$ cat config.mk
export PLATFORM = sky130hd
export DESIGN_NAME = gray_decode_pipe_flat
export DESIGN_NICKNAME = d
export VERILOG_FILES = /design/src/rtl/gray_decode_pipe_if.sv /design/src/rtl/gray_decode_pipe.sv /design/src/flat_wrapper.sv
export SDC_FILE = /design/constraint.sdc
export NUM_CORES = 1
export LEC_CHECK = 0
export ABC_AREA = 1
export BUFFER_PORTS_ARGS = -buffer_cell sky130_fd_sc_hd__buf_2
export CAP_MARGIN = 5
export CORE_AREA = 5 5 42 44
export CTS_BUF_LIST = sky130_fd_sc_hd__clkbuf_8
export CTS_CLUSTER_DIAMETER = 40
export CTS_CLUSTER_SIZE = 25
export DETAILED_ROUTE_END_ITERATION = 7
export DIE_AREA = 0 0 47 49
export PLACE_DENSITY = 0.69
export SLEW_MARGIN = 15
export SYNTH_ARGS = -nofsm -noshare
export SYNTH_HDL_FRONTEND = slang
export SYNTH_SLANG_ARGS = --single-unit
$ cat constraint.sdc
create_clock -name clk -period 1.2 [get_ports clk]
set_input_delay 0.12 -clock clk [delete_from_list [all_inputs] [get_ports clk]]
set_output_delay 0.12 -clock clk [all_outputs]
set_load 0.01 [all_outputs]
$ cat src/rtl/gray_decode_pipe_if.sv
// ----------------------------------------------------------------------------
// gray_decode_pipe_if
// Handshake bundle for the pipelined Gray-to-binary decoder.
//   in_valid / in_ready / g     : upstream Gray word channel
//   out_valid / out_ready / b   : downstream binary word channel
//   step_err                    : delivered word broke one-bit adjacency
//   err_cnt                     : saturating count of delivered errored words
// Modports:
//   master : the side that produces g and consumes b (upstream + downstream)
//   slave  : the decoder itself
// ----------------------------------------------------------------------------
interface gray_decode_pipe_if #(
    parameter int unsigned WIDTH = 3
);
    logic             in_valid;
    logic             in_ready;
    logic [WIDTH-1:0] g;
    logic             out_valid;
    logic             out_ready;
    logic [WIDTH-1:0] b;
    logic             step_err;
    logic [7:0]       err_cnt;

    modport master (
        output in_valid, g, out_ready,
        input  in_ready, out_valid, b, step_err, err_cnt
    );

    modport slave (
        input  in_valid, g, out_ready,
        output in_ready, out_valid, b, step_err, err_cnt
    );
endinterface

$ cat src/rtl/gray_decode_pipe.sv
// ----------------------------------------------------------------------------
// gray_decode_pipe
// Two-stage Gray-to-binary decoder with a valid/ready handshake on both sides.
// Each accepted word is checked against its predecessor for the Gray one-bit
// adjacency property; violations travel with the word as step_err.
//
// Ports:
//   clk  : rising-edge clock
//   rst  : synchronous, active-high reset (flushes both stages and history)
//   bus  : gray_decode_pipe_if.slave
//            in_valid/in_ready/g      upstream Gray word
//            out_valid/out_ready/b    downstream binary word
//            step_err                 adjacency violation flag for b
//            err_cnt                  saturating errored-delivery count
//
// Build option:
//   GRAY_DEC_ERRCNT_EN  defined   -> 8-bit saturating err_cnt register
//                       undefined -> err_cnt tied to zero, no counter logic
// ----------------------------------------------------------------------------
module gray_decode_pipe #(
    parameter int unsigned WIDTH = 3
) (
    input  logic               clk,
    input  logic               rst,
    gray_decode_pipe_if.slave  bus
);

    // Stage 1: raw Gray word plus its adjacency verdict
    logic [WIDTH-1:0] s1_g;
    logic             s1_v;
    logic             s1_err;

    // Stage 2: decoded word, drives the output channel
    logic [WIDTH-1:0] s2_b;
    logic             s2_v;
    logic             s2_err;

    // Last accepted word, for the adjacency check
    logic [WIDTH-1:0] prev;
    logic             prev_v;

    logic             s2_load;
    logic             in_fire;
    logic [WIDTH-1:0] diff;
    logic             one_bit;
    logic             adj_err;
    logic [WIDTH-1:0] dec;

    // S2 may take a new value when it is empty or its word leaves this cycle.
    // in_ready depends only on registered state and out_ready.
    assign s2_load      = !s2_v || bus.out_ready;
    assign bus.in_ready = !s1_v || s2_load;
    assign in_fire      = bus.in_valid && bus.in_ready;

    // Exactly one differing bit <=> diff is a nonzero power of two
    assign diff    = bus.g ^ prev;
    assign one_bit = (diff != '0) && ((diff & (diff - WIDTH'(1))) == '0);
    assign adj_err = prev_v && !one_bit;

    // Prefix XOR from the MSB down
    always_comb begin
        dec = '0;
        dec[WIDTH-1] = s1_g[WIDTH-1];
        for (int unsigned i = 1; i < WIDTH; i++) begin
            dec[WIDTH-1-i] = dec[WIDTH-i] ^ s1_g[WIDTH-1-i];
        end
    end

    always_ff @(posedge clk) begin
        if (rst) begin
            s1_g   <= '0;
            s1_v   <= 1'b0;
            s1_err <= 1'b0;
            prev   <= '0;
            prev_v <= 1'b0;
        end else begin
            if (in_fire) begin
                s1_g   <= bus.g;
                s1_v   <= 1'b1;
                s1_err <= adj_err;
                prev   <= bus.g;
                prev_v <= 1'b1;
            end else if (s2_load) begin
                s1_v   <= 1'b0;
            end
        end
    end

    always_ff @(posedge clk) begin
        if (rst) begin
            s2_b   <= '0;
            s2_v   <= 1'b0;
            s2_err <= 1'b0;
        end else if (s2_load) begin
            s2_b   <= dec;
            s2_v   <= s1_v;
            s2_err <= s1_err;
        end
    end

    assign bus.b         = s2_b;
    assign bus.out_valid = s2_v;
    assign bus.step_err  = s2_err;

`ifdef GRAY_DEC_ERRCNT_EN
    logic [7:0] err_cnt_q;

    always_ff @(posedge clk) begin
        if (rst) begin
            err_cnt_q <= '0;
        end else if (s2_v && bus.out_ready && s2_err && (err_cnt_q != '1)) begin
            err_cnt_q <= err_cnt_q + 8'd1;
        end
    end

    assign bus.err_cnt = err_cnt_q;
`else
    assign bus.err_cnt = '0;
`endif

endmodule

$ cat src/flat_wrapper.sv
// flat-port wrapper written by rule: the top's interface ports become plain ports
module gray_decode_pipe_flat 
#(
    parameter int unsigned WIDTH = 3
)
  (clk, rst, bus_in_valid, bus_g, bus_out_ready, bus_in_ready, bus_out_valid, bus_b, bus_step_err, bus_err_cnt);
  gray_decode_pipe_if #(.WIDTH(WIDTH)) bus_i ();
  input  logic clk;
  input  logic rst;
  input wire logic [$bits(bus_i.in_valid)-1:0] bus_in_valid;
  input wire logic [$bits(bus_i.g)-1:0] bus_g;
  input wire logic [$bits(bus_i.out_ready)-1:0] bus_out_ready;
  output wire logic [$bits(bus_i.in_ready)-1:0] bus_in_ready;
  output wire logic [$bits(bus_i.out_valid)-1:0] bus_out_valid;
  output wire logic [$bits(bus_i.b)-1:0] bus_b;
  output wire logic [$bits(bus_i.step_err)-1:0] bus_step_err;
  output wire logic [$bits(bus_i.err_cnt)-1:0] bus_err_cnt;
  assign bus_i.in_valid = bus_in_valid;
  assign bus_i.g = bus_g;
  assign bus_i.out_ready = bus_out_ready;
  assign bus_in_ready = bus_i.in_ready;
  assign bus_out_valid = bus_i.out_valid;
  assign bus_b = bus_i.b;
  assign bus_step_err = bus_i.step_err;
  assign bus_err_cnt = bus_i.err_cnt;
  gray_decode_pipe #(.WIDTH(WIDTH)) u_core (.clk(clk), .rst(rst), .bus(bus_i));
endmodule
==> results.sh <==
export IMPL_numCtsBuffers=3
export IMPL_drc=0
export IMPL_fin_crit_ns=1.09
export IMPL_finalPower_mw=0.913
export IMPL_drv_slew=0
export IMPL_yosysWarnings=0
export IMPL_peakVddDrop_v=0.000648
export IMPL_period_share_pct=90.8
export IMPL_clkSlewWorstSetupHoldPaths_ns=0.05
export IMPL_chipHeight_um=49
export IMPL_antenna_cells=0
export IMPL_startpoint_type="flop"
export IMPL_multi_input_area_um2=258
export IMPL_p_leak_nw=0.351
export IMPL_syn_to_final_growth_pct=18.7
export IMPL_ys_seq_elements=11
export IMPL_via_count=476
export IMPL_num_io_pins=21
export IMPL_grt_first_pass_wirelength_um=1730
export IMPL_start_util_pct=38.8
export IMPL_cts_tree="yes"
export IMPL_cts_root_buf="clkbuf_8"
export IMPL_synth_area_leaders="dfxtp_1, buf_4, nand2_1, nor2_1, o21ai_0"
export IMPL_hold_viol=0
export IMPL_drive_above_1_share_pct=21.3
export IMPL_grt_max_degree=10
export IMPL_antenna_found_initial=0
export IMPL_hold_class="input port to flop"
export IMPL_totalWireLength_um=1030
export IMPL_tns_ns=0
export IMPL_ant_nets=0
export IMPL_regArea_um2=220
export IMPL_yosys_area_top_type="dfxtp_1"
export IMPL_clk_latency_ns=0.24
export IMPL_grt_pass1_vias=410
export IMPL_end_kind="output pin"
export IMPL_hpwlAfterDp_um=819
export IMPL_die_w_um=47
export IMPL_syn_area_um2=543
export IMPL_max_freq_mhz=918
export IMPL_portBuffers=12
export IMPL_finClkSkew_ns=0.00256
export IMPL_nets=97
export IMPL_cts_sinks=11
export IMPL_power_density_mw_per_mm2=1420
export IMPL_clk_path_buf_depth=2
export IMPL_synth_cell_types=15
export IMPL_fillers=160
export IMPL_crit_fanout=4
export IMPL_avgViaCountPerCell=4.53
export IMPL_place_area_um2=597
export IMPL_core_mm2=0.00140
export IMPL_h_tree_depth=1
export IMPL_hold_buffers=0
export IMPL_arrival_ns=0.97
export IMPL_status="completed"
export IMPL_post_synth_top_area_fraction_pct=40.6
export IMPL_gp_congestion=0.781
export IMPL_die_area_mm2=0.00230
export IMPL_max_cap_viol_count=0
export IMPL_syn_avg_cell_area_um2=7.44
export IMPL_design_area_um2=644
export IMPL_dr_pass1_iters=4
export IMPL_rsz0062_at_grt="no"
export IMPL_drt_wirelength_per_cell_um=9.81
export IMPL_ys_seq_area_share_pct=40.6
export IMPL_row_count=14
export IMPL_path_class="flop to output pin"
export IMPL_grt_usage_pct=10.4
export IMPL_drtIter0Drc=16
export IMPL_finalSetupViolations=0
export IMPL_grt_ovfl_total=0
export IMPL_synthCells=73
export IMPL_required_ns=1.08
## per-stage QoR
step	cells	setup slack, ns	hold WS (ns)	util [%]
after floorplan	80	0.0874	0.189	-
after global placement	101	0.134	0.339	42.6
after detailed placement	101	0.0772	0.342	42.6
after CTS	105	0.0661	0.0900	45.8
after global routing	105	0.00627	0.107	46.0
final	105	0.111	0.0947	46.0
## synth_stat cells
master / count
nand4_1: 1
xor2_1: 3
xnor2_1: 1
conb_1: 1
o21bai_1: 1
nand2_4: 1
o21ai_0: 7
a21oi_1: 6
inv_1: 9
nor2_1: 10
nand3_1: 2
nor2_4: 1
buf_4: 8
dfxtp_1: 11
nand2_1: 11
## cells in the final DEF, fill, tap and decap left out
cell type | synthesis | layout
nor2_1 | 10 | 10
buf_2 | 0 | 12
a21oi_1 | 6 | 6
conb_1 | 1 | 8
xnor2_1 | 1 | 1
nand4_1 | 1 | 1
buf_4 | 8 | 1
nand2_1 | 11 | 10
xor2_1 | 3 | 3
clkbuf_8 | 0 | 3
dfxtp_1 | 11 | 11
nand2_4 | 1 | 1
nor2_4 | 1 | 1
inv_1 | 9 | 10
nand2_2 | 0 | 1
o21bai_1 | 1 | 1
o21ai_0 | 7 | 7
nand3_1 | 2 | 2
## kinds of logic after synthesis
logic type	count (synthesis)	share of synthesized area, %
and+or+nand+nor	26	21.7
xor gates and xnor gates	4	6.45
buffers and inverters	17	17.3
other	1	0.691
DFF	11	40.6
AOI/OAI and AO/OA	14	13.4
## power breakdown
group          total [mW]  switching [mW]  internal [mW]
Clock               0.365           0.140          0.225
Sequential          0.412          0.0183          0.394
Combinational       0.136          0.0834         0.0529
## state kept, by name (all words and copies together), names as in the netlist
name                  flops
u_core.bus.out_valid      1
u_core.prev               3
u_core.prev_v             1
u_core.bus.step_err       1
u_core.s1_err             1
u_core.bus.b              3
u_core.s1_v               1
## critical path, cell delays in order, from the launching register on
cell,delay (ns)
dfxtp_1,0.33
inv_1,0.07
nor2_4,0.12
nand2_4,0.07
buf_2,0.14
## per-layer routing
layer  vias to the layer above  share of wire [%]  track usage (%)
met3                         5                8.3             3.32
met4                         0                3.0             6.91
met1                       209                 41             12.4
li1                        243                  -                -
met2                        19                 48             15.2
met5                         -                  0                0
## final cells by class
class | count | share of cell area (%)
sequential | 11 | 34.2
clock buffer | 3 | 6.41
tap | 16 | 3.11
timing repair buffer | 13 | 10.5
multi-input combinational | 52 | 40.0
clock inverter | 1 | 0.583
inverter | 9 | 5.24
## worst paths after layout
check                                    startpoint  slack (ns)                           end  cells after the start
setup / recovery  u_core.bus.out_valid$_SDFFE_PP0P_        0.11                  bus_in_ready                      4
hold / removal                                  rst        0.09    u_core.prev_v$_SDFFE_PP0P_                      2
hold reg to reg          u_core.prev_v$_SDFFE_PP0P_        0.46    u_core.prev_v$_SDFFE_PP0P_                      2
setup reg to reg        u_core.prev[2]$_SDFFE_PP0P_        0.14  u_core.bus.b[0]$_SDFFE_PP0P_                      4
## timing repair
| item | CTS | global route |
|---|---|---|
| buffers inserted | 0 | 0 |
| setup endpoints to repair | 0 | 3 |
| gates resized for setup | 0 | 1 |
Power figures use the tool's default switching activity.
